`config.mk`:
```
export PLATFORM = sky130hd
export DESIGN_NAME = i2c_cfg_master
export DESIGN_NICKNAME = d
export VERILOG_FILES = /design/src/rtl/i2c_cfg_master_pkg.sv /design/src/rtl/i2c_cfg_master_tick_gen.sv /design/src/rtl/i2c_cfg_master.sv
export SDC_FILE = /design/constraint.sdc
export NUM_CORES = 1
export LEC_CHECK = 0
export CORE_AREA = 2 2 83 85
export DETAILED_ROUTE_END_ITERATION = 10
export DIE_AREA = 0 0 85 87
export GPL_TIMING_DRIVEN = 1
export PLACE_DENSITY = 0.68
export SLEW_MARGIN = 20
export SYNTH_ARGS = -nofsm -noshare
export SYNTH_HDL_FRONTEND = slang
export SYNTH_SLANG_ARGS = --single-unit
```
`constraint.sdc`:
```
create_clock -name i_clk -period 2.1 [get_ports i_clk]
set_input_delay 0.21 -clock i_clk [delete_from_list [all_inputs] [get_ports i_clk]]
set_output_delay 0.21 -clock i_clk [all_outputs]
set_load 0.02 [all_outputs]
```
`src/rtl/i2c_cfg_master_pkg.sv`:
```
// Shared types, phase constants and pad-drive decode for the I2C configuration write master.
package i2c_cfg_master_pkg;

    typedef enum logic [2:0] {
        S_IDLE,
        S_START,
        S_BIT,
        S_ACK,
        S_STOP,
        S_DONE
    } state_t;

    localparam logic [1:0] Q0 = 2'd0;
    localparam logic [1:0] Q1 = 2'd1;
    localparam logic [1:0] Q2 = 2'd2;
    localparam logic [1:0] Q3 = 2'd3;

    localparam int         NUM_BYTES = 3;
    localparam logic [1:0] LAST_BYTE = 2'(NUM_BYTES - 1);

    typedef struct packed {
        state_t     state;
        logic [1:0] quarter;
        logic [2:0] bit_idx;
        logic [1:0] byte_idx;
        logic [7:0] shift;
        logic       nack;
    } fsm_t;

    localparam fsm_t FSM_IDLE = '{
        state:    S_IDLE,
        quarter:  Q0,
        bit_idx:  3'd7,
        byte_idx: 2'd0,
        shift:    8'h00,
        nack:     1'b0
    };

    typedef struct packed {
        logic scl_low;
        logic sda_low;
    } pads_t;

    // Pad levels for one quarter of a bus phase; SDA only moves under a low SCL except in START/STOP.
    function automatic pads_t pad_drive(input state_t state, input logic [1:0] quarter,
                                        input logic data_bit);
        pads_t p;
        p.scl_low = 1'b0;
        p.sda_low = 1'b0;
        case (state)
            S_START: begin
                p.sda_low = (quarter != Q0);
                p.scl_low = (quarter == Q3);
            end
            S_BIT: begin
                p.scl_low = (quarter == Q0) || (quarter == Q1);
                p.sda_low = ~data_bit;
            end
            S_ACK: begin
                p.scl_low = (quarter == Q0) || (quarter == Q1);
            end
            S_STOP: begin
                p.scl_low = (quarter == Q0);
                p.sda_low = (quarter != Q3);
            end
            default: ;
        endcase
        return p;
    endfunction

endpackage

```
`src/rtl/i2c_cfg_master_tick_gen.sv`:
```
// Free-running prescaler emitting a one-cycle tick every PRESCALE clocks; clearable to realign phase.
module i2c_cfg_master_tick_gen #(
    parameter int PRESCALE = 5000
) (
    input  logic i_clk,
    input  logic i_rst,
    input  logic i_clr,
    output logic o_tick
);

    localparam int             W    = $clog2(PRESCALE);
    localparam logic [W-1:0]   LAST = W'(PRESCALE - 1);

    logic [W-1:0] r_count;

    // NOTE: sequential state uses non-blocking assignments so every flop samples pre-edge values.
    always_ff @(posedge i_clk) begin
        if (i_rst || i_clr) begin
            r_count <= '0;
        end else if (r_count == LAST) begin
            r_count <= '0;
        end else begin
            r_count <= r_count + 1'b1;
        end
    end

    assign o_tick = (r_count == LAST);

endmodule

```
`src/rtl/i2c_cfg_master.sv`:
```
// Write-only I2C master: START, {dev,0}, reg, data, STOP, with open-drain pad enables registered.
module i2c_cfg_master #(
    parameter int PRESCALE      = 5000,
    parameter bit ABORT_ON_NACK = 1'b1
) (
    input  logic       i_clk,
    input  logic       i_rst,
    input  logic       i_req_valid,
    output logic       o_req_ready,
    input  logic [6:0] i_dev_addr,
    input  logic [7:0] i_reg_addr,
    input  logic [7:0] i_reg_data,
    output logic       o_busy,
    output logic       o_done,
    output logic       o_nack,
    input  logic       i_sda_in,
    output logic       o_scl_drv_low,
    output logic       o_sda_drv_low
);

    import i2c_cfg_master_pkg::*;

    fsm_t       r_fsm;
    fsm_t       w_fsm_next;
    logic [7:0] r_reg_addr;
    logic [7:0] r_reg_data;
    logic       w_accept;
    logic       w_qtick;
    pads_t      w_pads;
    logic       w_ready;
    logic       w_busy;
    logic       w_done;
    logic       w_nack;
    logic       r_req_ready;
    logic       r_busy;
    logic       r_done;
    logic       r_nack;
    logic       r_scl_drv_low;
    logic       r_sda_drv_low;

    assign w_accept = i_req_valid & r_req_ready;

    i2c_cfg_master_tick_gen #(
        .PRESCALE(PRESCALE)
    ) u_tick_gen (
        .i_clk (i_clk),
        .i_rst (i_rst),
        .i_clr (w_accept),
        .o_tick(w_qtick)
    );

    // Outputs are registered from the next-state decode so the pads never see decode glitches.
    always_ff @(posedge i_clk) begin
        if (i_rst) begin
            r_fsm         <= FSM_IDLE;
            r_req_ready   <= 1'b1;
            r_busy        <= 1'b0;
            r_done        <= 1'b0;
            r_nack        <= 1'b0;
            r_scl_drv_low <= 1'b0;
            r_sda_drv_low <= 1'b0;
        end else begin
            r_fsm         <= w_fsm_next;
            r_req_ready   <= w_ready;
            r_busy        <= w_busy;
            r_done        <= w_done;
            r_nack        <= w_nack;
            r_scl_drv_low <= w_pads.scl_low;
            r_sda_drv_low <= w_pads.sda_low;
        end
    end

    // NOTE: payload registers carry no reset; they are only read after an accept has loaded them.
    always_ff @(posedge i_clk) begin
        if (w_accept) begin
            r_reg_addr <= i_reg_addr;
            r_reg_data <= i_reg_data;
        end
    end

    always_comb begin
        // NOTE: hold-current default first, so no branch leaves a field unassigned (no latches).
        w_fsm_next = r_fsm;
        case (r_fsm.state)
            S_IDLE: begin
                if (w_accept) begin
                    w_fsm_next          = FSM_IDLE;
                    w_fsm_next.state    = S_START;
                    w_fsm_next.shift    = {i_dev_addr, 1'b0};
                end
            end
            S_START: begin
                if (w_qtick) begin
                    w_fsm_next.quarter = r_fsm.quarter + 2'd1;
                    if (r_fsm.quarter == Q3) begin
                        w_fsm_next.state = S_BIT;
                    end
                end
            end
            S_BIT: begin
                if (w_qtick) begin
                    w_fsm_next.quarter = r_fsm.quarter + 2'd1;
                    if (r_fsm.quarter == Q3) begin
                        if (r_fsm.bit_idx == 3'd0) begin
                            w_fsm_next.state = S_ACK;
                        end else begin
                            w_fsm_next.bit_idx = r_fsm.bit_idx - 3'd1;
                            w_fsm_next.shift   = {r_fsm.shift[6:0], 1'b0};
                        end
                    end
                end
            end
            S_ACK: begin
                if (w_qtick) begin
                    w_fsm_next.quarter = r_fsm.quarter + 2'd1;
                    if (r_fsm.quarter == Q2) begin
                        w_fsm_next.nack = r_fsm.nack | i_sda_in;
                    end
                    if (r_fsm.quarter == Q3) begin
                        if ((ABORT_ON_NACK && r_fsm.nack) || (r_fsm.byte_idx == LAST_BYTE)) begin
                            w_fsm_next.state = S_STOP;
                        end else begin
                            w_fsm_next.state    = S_BIT;
                            w_fsm_next.byte_idx = r_fsm.byte_idx + 2'd1;
                            w_fsm_next.bit_idx  = 3'd7;
                            w_fsm_next.shift    = (r_fsm.byte_idx == 2'd0) ? r_reg_addr : r_reg_data;
                        end
                    end
                end
            end
            S_STOP: begin
                if (w_qtick) begin
                    w_fsm_next.quarter = r_fsm.quarter + 2'd1;
                    if (r_fsm.quarter == Q3) begin
                        w_fsm_next.state = S_DONE;
                    end
                end
            end
            S_DONE: begin
                w_fsm_next.state = S_IDLE;
            end
            default: begin
                w_fsm_next = FSM_IDLE;
            end
        endcase
    end

    always_comb begin
        w_pads  = pad_drive(w_fsm_next.state, w_fsm_next.quarter, w_fsm_next.shift[7]);
        w_ready = (w_fsm_next.state == S_IDLE);
        w_busy  = ~w_ready;
        w_done  = (w_fsm_next.state == S_DONE);
        w_nack  = w_done & w_fsm_next.nack;
    end

    assign o_req_ready   = r_req_ready;
    assign o_busy        = r_busy;
    assign o_done        = r_done;
    assign o_nack        = r_nack;
    assign o_scl_drv_low = r_scl_drv_low;
    assign o_sda_drv_low = r_sda_drv_low;

endmodule

```
==> out/qor.yml <==
timing:
  fin_skew_ps: 11.40
  finalSetupViolCount: 5
  finalCritPeriodShare_pct: 104.8
  worst_pin_slew_ps: 539.4
  rsz0062_at_grt: "true"
  setup_tns_ps: -280.3
  fmax_mhz: 454.3
  timing.slew.headroom_pct: 64.04
  min_period_ps: 2201
  fin_ws_ps: -101.4
  maxSlewViolCount: 0
  final_hold_viol_count: 0
run_status:
  violations: "negative setup slack"
  outcome: "complete, but fails checks"
global_routing:
  grt_pass1_wl_mm: 9.632
  grt_pass1_vias: 2087
  antenna_found_initial: 0
  grt_overflow_total: 0
  grt_max_degree: 19
  grtUsageTotal_pct: 16.45
floorplan:
  boundaryPins: 33
  die_h_um: 87
  core_mm2: 0.006569
  die_w_um: 85
  start_util_pct: 38.70
  num_rows: 30
  die_area_mm2: 0.007395
critical_path:
  crit_fanout: 4
  worstSetupEndpointType: "flip-flop"
  critical_path_buf_inv_count: 2
  critPathArrivalTime_ps: 2450
  critPathKind: "reg2reg"
  start_kind: "flip-flop"
  required_ps: 2350
  path_cells: "or4_4 > nor4_4 > buf_4 > buf_4 > o211ai_2 > or4_1 > o211ai_2"
  max_stage_delay_ps: 560
  cp_top_family: "simple AND/OR/NAND/NOR gates"
  cp_slowest_cell: "or4_4"
yosys:
  synth-main-ff-cell: "dfxtp_1"
  syn_area_per_cell_um2: 10.34
  async_flop_share_pct: 0
  synth_warnings: 0
  synth_cells: 246
  yosysUniqueCellTypes: 56
  ys_seq_area_share_pct: 48.82
  synth_edf_count: 16
  synth_seq_cells: 54
  syn-cell-area_mm2: 0.002542
  syn_nets: 280
final_layout:
  nFillCells: 566
  antenna_cells: 0
  ff_latch_area_mm2: 0.001250
  stdcell_area_mm2: 0.003580
  syn2layout_area_growth_pct: 40.80
  multiInputGateArea_mm2: 0.001368
  nets: 357
  drive_gt1_share_pct: 31.17
detailed_routing:
  dr.max_layer_used: "met4"
  dr.pass1.iters: 4
  finalWirelength_mm: 5.871
  route.antenna.remaining_nets: 0
  via_count: 2142
  wl_per_cell_um: 14.53
  drtIter0Drc: 108
  wl_met2_mm: 2.864
  via_per_inst: 5.302
  wl_met1_mm: 2.612
  drcViolationCount: 0
  route.met3.wl_um: 263
placement:
  routabilityCongestion: 0.8031
  placed_area_mm2: 0.003264
  dp.final_hpwl_mm: 4.210
  pre_cts_slack_ps: -105.8
  port_buffers: 32
cts:
  numClockSinks: 54
  htree_levels: 2
  clockBufferDepth: 2
  holdBufCountCts: 0
  cts_made_buffers: 5
  root_buffer: "clkbuf_8"
  clk_pin_slew_ps: 110
  insertion_delay_ps: 310
  cts_tree: "yes"
pwr:
  seq_power_share_pct: 53.9
  clock_power_share_pct: 32.0
  swShare_pct: 24.61
  p_per_area_mw_per_mm2: 595.7
  vdd_drop_max_mv: 0.2805
  leakagePower_nw: 1.376
  power.internal_mw: 1.608
  p_sw_mw: 0.5249
  combinationalPowerShare_pct: 14.0
worst_hold_path:
  hold_path.class: "in2reg"
job:
  maxCapViolations: 0
[cell usage in the layout (no fill, tap or decap), drive strengths merged, types with 6 or more instances in the layout]
cell type / n
nand3: 8
dfxtp: 38
nor2b: 6
nand2: 9
clkbuf: 6
ha: 7
xor2: 8
clkdlybuf4s50: 32
buf: 50
inv: 11
a21oi: 7
a22o: 6
nor2: 31
edfxtp: 16
mux2: 8
a221oi: 7
[cells in the mapped netlist, drive strengths merged (3+ instances only)]
cell type | n | share of area, %
nand3 | 8 | 1.6
edfxtp | 16 | 19
clkbuf | 5 | 0.74
a22o | 6 | 2.1
o21ai | 5 | 0.98
nor4 | 4 | 1.6
buf | 8 | 1.9
and2 | 4 | 0.98
nor3 | 3 | 0.59
mux2i | 4 | 1.6
nand2 | 9 | 1.3
mux2 | 8 | 3.5
inv | 10 | 1.5
dfxtp | 38 | 30
o211ai | 4 | 1.6
nor2 | 31 | 4.6
or3 | 4 | 0.98
nand4 | 5 | 1.2
a311oi | 3 | 1.7
a31oi | 3 | 0.74
a221oi | 7 | 2.7
a21oi | 6 | 1.2
nand2b | 4 | 0.98
xor2 | 8 | 2.8
ha | 7 | 3.4
and3 | 3 | 0.74
nor2b | 6 | 1.5
and4 | 3 | 1.0
[flip-flops by register name, indices dropped and copies added, names as in the netlist]
| register | flops |
|---|---|
| r_fsm | 19 |
| u_tick_gen.r_count | 13 |
| r_reg_addr | 8 |
| r_reg_data | 8 |
| o_busy | 1 |
| o_done | 1 |
| o_nack | 1 |
| o_req_ready | 1 |
| o_scl_drv_low | 1 |
| o_sda_drv_low | 1 |
[path summary, 6_finish.rpt]
check / from / endpoint / slack (ps) / cells after the start
min reg2reg: r_fsm[12]$_SDFFE_PP1P_ / r_fsm[12]$_SDFFE_PP1P_ / 490 / 2
min: i_reg_addr[2] / r_reg_addr[2]$_DFFE_PP_ / 440 / 1
max reg2reg: u_tick_gen.r_count[6]$_SDFF_PP0_ / o_scl_drv_low$_SDFF_PP0_ / -100 / 7
max: u_tick_gen.r_count[6]$_SDFF_PP0_ / o_scl_drv_low$_SDFF_PP0_ / -100 / 7
[metal layers]
layer | track usage, % | vias to the layer above
li1 | - | 1065
met1 | 20.51 | 1006
met2 | 27.77 | 55
met3 | 3.602 | 16
met4 | 6.494 | 0
met5 | 0 | -
[worst reg2reg max path, cell delays in order (launching register included)]
cell      delay (ps)
dfxtp_2          330
or4_4            560
nor4_4           180
buf_4            180
buf_4            130
o211ai_2          80
or4_1            540
o211ai_2         140
[stage by stage]
stage          util [%]  cells  total power, mW  hold slack (ps)
4_1_cts           53.01    400            2.127            437.5
2_1_floorplan         -    246            1.298            301.1
6_report          54.50    404            2.132            443.5
3_5_place_dp      49.70    387            1.433            467.9
5_1_grt           54.50    404            2.210            426.6
3_3_place_gp      49.70    387            1.427            465.8
[final cells by class]
cell class,instances,area share [%]
clock inverters,2,0.5243
flip-flops and latches,54,34.92
clock buffers,6,2.621
multi-input cells,170,38.20
well taps,80,2.796
repair buffers,82,19.89
inverters,10,1.049
[power by group through the flow]
stage               combinational, mW  sequential, mW  clock [mW]
detailed placement              0.261            1.17           0
finish                          0.299            1.15       0.683
global placement                0.258            1.17           0
CTS                             0.278            1.15       0.700
global route                    0.321            1.16       0.732
floorplan                       0.129            1.17           0
[cell families after synthesis]
family	after synthesis	synth area share (%)
simple gates	92	19.64
flops	54	48.82
compound gates	49	15.80
buf+inv	23	4.085
mux	12	5.118
xor+xnor	9	3.101
fa+ha+maj	7	3.445
[what timing repair did]
action	in CTS	in global routing
cloned	1	0
gates resized for setup	13	14
pin swaps	10	6
setup buffers	5	4
setup endpoints to repair	12	21
Power figures use the tool's default switching activity.
